[src/rtl/cpu_types_pkg.sv]
// Shared CPU types for the MEM/WB slice: write-data source codes and the latched MEM/WB record.
package cpu_types_pkg;

  typedef enum logic [2:0] {
    SEL_ALU = 3'd0,
    SEL_MEM = 3'd1,
    SEL_LUI = 3'd2,
    SEL_NPC = 3'd3
  } regsel_t;

  // reg_sel kept as raw bits so the illegal codes 4..7 survive the latch untouched.
  typedef struct packed {
    logic        valid;
    logic [31:0] npc;
    logic        reg_wr;
    logic [2:0]  reg_sel;
    logic [4:0]  reg_dst;
    logic [31:0] alu_out;
    logic [31:0] lui;
    logic        halt;
    logic [31:0] dmemload;
  } memwb_t;

  function automatic logic sel_legal(input logic [2:0] sel);
    return sel < 3'd4;
  endfunction

endpackage

[src/rtl/writeback_if.sv]
// Bundle carrying the latched MEM/WB record from the latch to the writeback logic.
interface writeback_if;
  import cpu_types_pkg::*;

  memwb_t latch;

  modport latch_mp (output latch);
  modport wb       (input  latch);
endinterface

[src/rtl/writeback_latch.sv]
// MEM/WB pipeline register: flush loads a bubble, wben captures, freeze holds everything.
module writeback_latch
  import cpu_types_pkg::*;
(
  input  logic              clk,
  input  logic              rst_n,
  input  logic              freeze,
  input  logic              flush,
  input  logic              wben,
  input  memwb_t            din,
  writeback_if.latch_mp     bus
);

  memwb_t latch_q, latch_d;

  always_comb begin
    latch_d = latch_q;
    if (!freeze) begin
      if (flush)     latch_d = '0;
      else if (wben) latch_d = din;
    end
  end

  always_ff @(posedge clk or negedge rst_n) begin
    if (!rst_n) latch_q <= '0;
    else        latch_q <= latch_d;
  end

  assign bus.latch = latch_q;

endmodule

[src/rtl/writeback_stage.sv]
// Writeback stage: MEM/WB latch, RF write-data mux, forwarding outputs, sticky halt FSM
// and saturating retired-instruction counter.
module writeback_stage
  import cpu_types_pkg::*;
#(
  parameter int CNT_W     = 32,
  parameter int DRAIN_CYC = 1
) (
  input  logic             CLK,
  input  logic             nRST,
  input  logic             wben,
  input  logic             flush,
  input  logic [31:0]      nPC_next,
  input  logic             regWr_next,
  input  logic [2:0]       regSel_next,
  input  logic [4:0]       regDst_next,
  input  logic [31:0]      ALUOut_next,
  input  logic [31:0]      lui_next,
  input  logic             halt_next,
  input  logic [31:0]      dmemload,
  output logic             WEN,
  output logic [4:0]       wsel,
  output logic [31:0]      wdat,
  output logic             fwd_valid,
  output logic [4:0]       fwd_reg,
  output logic [31:0]      fwd_data,
  output logic             halt,
  output logic [CNT_W-1:0] retired
);

  typedef enum logic [1:0] {WB_RUN, WB_DRAIN, WB_HALTED} wb_state_t;

  localparam logic [1:0] DRAIN_INIT = 2'(DRAIN_CYC - 1);

  wb_state_t        state_q, state_d;
  logic [1:0]       cnt_q, cnt_d;
  logic [CNT_W-1:0] retired_q, retired_d;
  logic             halt_q, halt_d;
  logic             capture;
  memwb_t           din;
  memwb_t           lat;

  writeback_if wb_bus ();

  always_comb begin
    din          = '0;
    din.valid    = 1'b1;
    din.npc      = nPC_next;
    din.reg_wr   = regWr_next;
    din.reg_sel  = regSel_next;
    din.reg_dst  = regDst_next;
    din.alu_out  = ALUOut_next;
    din.lui      = lui_next;
    din.halt     = halt_next;
    din.dmemload = dmemload;
  end

  writeback_latch u_latch (
    .clk    (CLK),
    .rst_n  (nRST),
    .freeze (state_q == WB_HALTED),
    .flush  (flush),
    .wben   (wben),
    .din    (din),
    .bus    (wb_bus.latch_mp)
  );

  assign lat     = wb_bus.latch;
  assign capture = (state_q != WB_HALTED) && !flush && wben;

  always_comb begin
    state_d   = state_q;
    cnt_d     = cnt_q;
    retired_d = retired_q;
    case (state_q)
      WB_RUN: begin
        if (capture && halt_next) begin
          state_d = WB_DRAIN;
          cnt_d   = DRAIN_INIT;
        end else if (capture && (retired_q != '1)) begin
          retired_d = retired_q + 1'b1;
        end
      end
      WB_DRAIN: begin
        if (cnt_q == 2'd0) state_d = WB_HALTED;
        else               cnt_d   = cnt_q - 2'd1;
      end
      default: state_d = WB_HALTED;
    endcase
    halt_d = (state_d == WB_HALTED);
  end

  always_ff @(posedge CLK or negedge nRST) begin
    if (!nRST) begin
      state_q   <= WB_RUN;
      cnt_q     <= 2'd0;
      retired_q <= '0;
      halt_q    <= 1'b0;
    end else begin
      state_q   <= state_d;
      cnt_q     <= cnt_d;
      retired_q <= retired_d;
      halt_q    <= halt_d;
    end
  end

  // The HALT instruction and illegal select codes never reach the register file.
  always_comb begin
    WEN = lat.valid && lat.reg_wr && (lat.reg_dst != 5'd0) && !lat.halt &&
          sel_legal(lat.reg_sel) && (state_q != WB_HALTED);
    case (regsel_t'(lat.reg_sel))
      SEL_ALU: wdat = lat.alu_out;
      SEL_MEM: wdat = lat.dmemload;
      SEL_LUI: wdat = lat.lui;
      SEL_NPC: wdat = lat.npc;
      default: wdat = 32'd0;
    endcase
  end

  assign wsel      = lat.reg_dst;
  assign fwd_valid = WEN;
  assign fwd_reg   = wsel;
  assign fwd_data  = wdat;
  assign halt      = halt_q;
  assign retired   = retired_q;

endmodule

[config.mk]
export PLATFORM = sky130hd
export DESIGN_NAME = writeback_stage
export DESIGN_NICKNAME = d
export VERILOG_FILES = /design/src/rtl/cpu_types_pkg.sv /design/src/rtl/writeback_if.sv /design/src/rtl/writeback_latch.sv /design/src/rtl/writeback_stage.sv
export SDC_FILE = /design/constraint.sdc
export NUM_CORES = 1
export LEC_CHECK = 0
export CAP_MARGIN = 30
export CORE_MARGIN = 2
export CORE_UTILIZATION = 46
export DETAILED_ROUTE_END_ITERATION = 10
export HOLD_SLACK_MARGIN = 0.03
export PLACE_DENSITY = 0.8
export RECOVER_POWER = 50
export SKIP_CTS_REPAIR_TIMING = 1
export SLEW_MARGIN = 20
export SYNTH_ARGS = -nofsm -noshare
export SYNTH_HDL_FRONTEND = slang
export SYNTH_SLANG_ARGS = --single-unit
[constraint.sdc]
create_clock -name CLK -period 2.6 [get_ports CLK]
set_input_delay 0.65 -clock CLK [delete_from_list [all_inputs] [get_ports CLK]]
set_output_delay 0.65 -clock CLK [all_outputs]
set_load 0.1 [all_outputs]
Word-level counts from Yosys, hierarchy flattened. Index checks and enable logic that the tools add are counted.

Register bits: 176. Input bits: 142. Output and inout port bits: 109. Word-level logic and storage cells: 57.

Add/subtract/negate cells: 2. Order comparisons: 1. Equal/unequal tests: 10. Multiplexer cells: 9. Bitwise gates (word level): 2. Reductions and logical operators: 20.

Operators with widths (number): 139-bit two-way mux (2); 32-bit one-hot mux with 4 select lines (1); 32-bit by 1-bit adder with 32-bit output, second input constant (1); 32-bit != test, second input constant (1); 1-bit logical AND (9); 2-bit two-way mux (4); 2-bit one-hot mux with 2 select lines (2); 3-bit by 2-bit equality test with 1-bit output, second input constant (2); 2-bit != test, second input constant (3); 3-bit AND reduction (2); 5-bit nonzero test (1); 2-bit equality test, second input constant (2); 2-bit logical NOT (2); 2-bit nonzero test (2); 3-bit by 1-bit equality test with 1-bit output, second input constant (1); 3-bit logical NOT (1); 3-bit < comparator, second input constant (1); 2-bit by 1-bit equality test with 1-bit output, second input constant (1); 1-bit logical NOT (2); 1-bit NOT (2); 2-bit AND reduction (1); 2-bit by 1-bit subtractor with 2-bit output, second input constant (1).

Depth between registers and ports, before layout.
Word-level depth: 7. Depth in mapped cells: 7. Gate-level depth less buffers: 6.

By module. A second synthesis with hierarchy kept.

Cells, all modules: 1093. Area, all modules: 10869.2 um^2.

By module, submodules not included: writeback_latch (times used 1, cells each 771, area an instance 8072.7 um^2, seq. area each 3478.3 um^2); writeback_stage (times used 1, cells each 322, area an instance 2796.4 um^2, seq. area each 925.9 um^2).

Worst setup path before layout. No wires, ideal clock.

Kind: register to output. Start point: register u_latch.latch_q (netlist bit u_latch.bus.latch[104]). End point: output fwd_valid. Data arrival time: 2747 ps. Data required time: 1950 ps. Path slack: -797 ps. Cell stages (with the launch flop): 5. Path buffers: 1. Cells stage by stage: dfrtp_1 nor4bb_1 nand2_1 a21oi_1 buf_4.

Longest elaborated chain between the ends: 3.

RTL lines: start, declared (RTL line writeback_latch.sv:14) `memwb_t latch_q, latch_d;`; start signal, assigned (RTL line writeback_latch.sv:26) `else latch_q <= latch_d;`; 3-bit < comparator (RTL line cpu_types_pkg.sv:25) `return sel < 3'd4;`; 1-bit logical AND (RTL line writeback_stage.sv:109) `WEN = lat.valid && lat.reg_wr && (lat.reg_dst != 5'd0) && !lat.halt &&`; 1-bit logical AND (RTL line writeback_stage.sv:110) `sel_legal(lat.reg_sel) && (state_q != WB_HALTED);`; end, declared (RTL line writeback_stage.sv:24) `output logic fwd_valid,`.

Every way passes these cells.

Worst setup path in the final report.
Start point: register u_latch.latch_q (netlist bit u_latch.bus.latch[102]). End point: output wdat[29].

Longest elaborated chain between the ends: 2. Elaborated cells on any way between the ends: 5. Those cells by class: eq/ne (3); mux (1); reduce/logical (1).

RTL lines: 3-bit by 2-bit equality test with 1-bit output, or another cell as far along (RTL line writeback_stage.sv:111) `case (regsel_t'(lat.reg_sel))`; 32-bit one-hot mux with 4 select lines (*) (RTL line writeback_stage.sv:111); end, declared (RTL line writeback_stage.sv:23) `output logic [31:0] wdat,`.

Every way passes the cells marked *; elsewhere a longest branch is shown, timed or not.

==> results.toml <==
[sta]
max_slew_margin_pct = -6.701
clock.fmax_ghz = 0.3797
slew_violations = 63
finalClockSkew_ns = 0.007803
setup_viol = 10
fin_ws_ns = -0.03399
period_minus_slack_ns = 2.634
fin_crit_sh_pct = 101.3
hold_viol = 0
rsz0062_at_grt = "true"
tightestPinTransition_ns = 1.601
hold_slack_ns = 0.4948

[critical_path]
path_class = "reg -> out"
worstReg2RegStart = "state_q[0]$_DFF_PN0_"
crit_path_max_fanout = 8
slowest_stage = "dfrtp_2"
r2r_end = "u_latch.bus.latch[82]$_DFFE_PN0P_"
rrSetupSlack_ns = 0.45
rr_worst_depth = 4
startpoint_type = "flop"
worstPathRequired_ns = 1.95
critPathArrivalTime_ns = 1.98
critical_path.top_delay_family = "buffers and inverters"
crit_path_cell_trace = "nor3b_4 -> buf_4 -> clkbuf_16 -> a22oi_1 -> nand2_4 -> buf_12"
cp_num_buf_inv = 3
crit_path_end_kind = "output pin"
max_stage_delay_ns = 0.45

[synthesis]
syn_inst = 634
ys_top_cells_by_count = "176 x dfrtp_1, 137 x a22o_1, 64 x a22oi_1"
ys_warn_count = 0
yosysSeqAreaShare_pct = 57.12
synth_top_area_cell = "dfrtp_1"
syn_area_per_cell_um2 = 12.16
ys.flop_type = "dfrtp_1"
postSynth.asyncResetShare_pct = 100.0
yosys-top-cells-area = "dfrtp_1 57%, a22o_1 16%, a22oi_1 6.2%"
synth_nets = 778
synth-seq-cells = 176
synth_area_um2 = 7711
synth.distinct_cells = 43
synth_edf_count = 0
synth_top_cell_area_share_pct = 57.12
yosysMostFrequentCell = "dfrtp_1"

[floorplan]
start_util_pct = 46.83
core-area_um2 = 16470
row_count = 47
die_y_um = 133.5
die_w_um = 133.5
dieArea_um2 = 17820
pin_count = 251

[global_route]
grt_max_degree = 83
grt_pass1_wl_um = 35730
gr-total-overflow = 0
grt_usage_pct = 25.81
grt_pass1_vias = 6427
antenna_found_initial = 1

[job]
maxCapViolCount = 1

[min_path]
hold_depth = 1
min_to = "cnt_q[1]$_DFFE_PN0P_"
hold_path.class = "reg -> reg"
hp-start = "cnt_q[1]$_DFFE_PN0P_"

[cells_and_area]
area_growth_pct = 56.04
drive_gt1_share_pct = 30.43
nets = 992
fin_util_pct = 73.08
stdcell_count = 1084
design_area_um2 = 12030

[routing]
vias_per_cell = 5.861
drtAntennaViolNets = 0
wire_per_inst_um = 21.77
vias = 6353
drtIter0Drc = 455
wl_um = 23600
remaining_drc_errors = 0
first_pass_iters = 5

[run_status]
status = "finished, violations left"
violations = "max-capacitance violations, max-slew violations, negative setup slack"

[placement]
dp_hpwl_um = 16470
place_congestion = 0.8470
placed_area_um2 = 11080
portBuffers = 250
placed_cells = 1039

[clock_tree]
clock_latency_ns = 0.43
cts_buffers = 17
cts_tree = "done"
path_clk_slew_ns = 0.06
htree_levels = 4
cts_sinks = 176
clockBufferDepth = 2
cts-root-buf = "clkbuf_16"
[through the flow]
stage	setup TNS (ns)	worst slack [ns]
after floorplan	0	0.06380
after global placement	0	0.06708
after detailed placement	-0.01074	-0.01074
after CTS	-8.773	-0.2231
after global routing	-2.002	-0.07948
final	-0.1228	-0.03399
[sequential cells by signal (all words and copies together), names as in the netlist]
name,cells
cnt_q,2
u_latch.bus.latch,139
state_q,2
retired,32
halt,1
[worst register-to-register path, delay by kind of cell, from the launching register on]
kind	cells	cell delay (ns)
buffers and inverters	1	0.86
AOI/OAI and AO/OA	2	0.52
DFF	1	0.46
and+or+nand+nor	1	0.24
[layout by cell type, fill, tap and decap left out, types with 3 or more instances in the layout]
master,n
dfrtp_1,174
clkdlybuf4s50_1,139
a22o_1,137
buf_12,74
buf_4,53
a22oi_2,35
nand2_4,31
a22oi_1,29
xnor2_1,24
clkbuf_16,20
nand2_1,15
nand4_1,14
nand3_1,13
nor2_1,11
xor2_1,7
and3_1,6
a21o_1,5
inv_6,5
inv_1,4
buf_6,4
diode_2,3
nor3_2,3
bufinv_16,3
clkbuf_2,3
clkbuf_4,3
[routing by layer]
layer	vias up	wire [um]	GRT usage, %
li1	2777	-	-
met1	3243	10090	35.75
met2	288	11430	40.89
met3	45	1423	5.327
met4	0	661	8.747
met5	-	0	0
[final cells by class]
class / instances / area [um2]
Antenna cell: 3 / 7.507
Clock buffer: 18 / 439.2
Clock inverter: 14 / 176.4
Fill cell: 1057 / 4433
Inverter: 4 / 15.01
Multi-Input combinational cell: 366 / 3252
Sequential cell: 176 / 4407
Tap cell: 220 / 275.3
Timing Repair Buffer: 283 / 3461
[cells by family after synthesis]
kind of cell               count (synthesis)  share of synthesized area, %
buffers and inverters                     92                         6.847
AOI/OAI and AO/OA                        214                         23.37
xor gates and xnor gates                  31                         3.521
adders and majority gates                  2                        0.3245
DFF                                      176                         57.11
muxes                                      1                        0.1460
and+or+nand+nor                          118                         8.681
[how the worst max path moves through the flow]
stage | from | endpoint | slack (ns) | depth (start not counted)
after floorplan | u_latch.bus.latch[104]$_DFFE_PN0P_ | wdat[0] | 0.06 | 5
after global placement | flush | retired[28]$_DFFE_PN0P_ | 0.07 | 6
after detailed placement | flush | retired[28]$_DFFE_PN0P_ | -0.01 | 6
after CTS | u_latch.bus.latch[102]$_DFFE_PN0P_ | fwd_data[11] | -0.22 | 5
after global routing | u_latch.bus.latch[104]$_DFFE_PN0P_ | fwd_data[6] | -0.08 | 6
final | u_latch.bus.latch[102]$_DFFE_PN0P_ | wdat[29] | -0.03 | 6
Power is not shown: default switching activity piles up to over one toggle a cycle in this logic, so the estimate is an artifact.
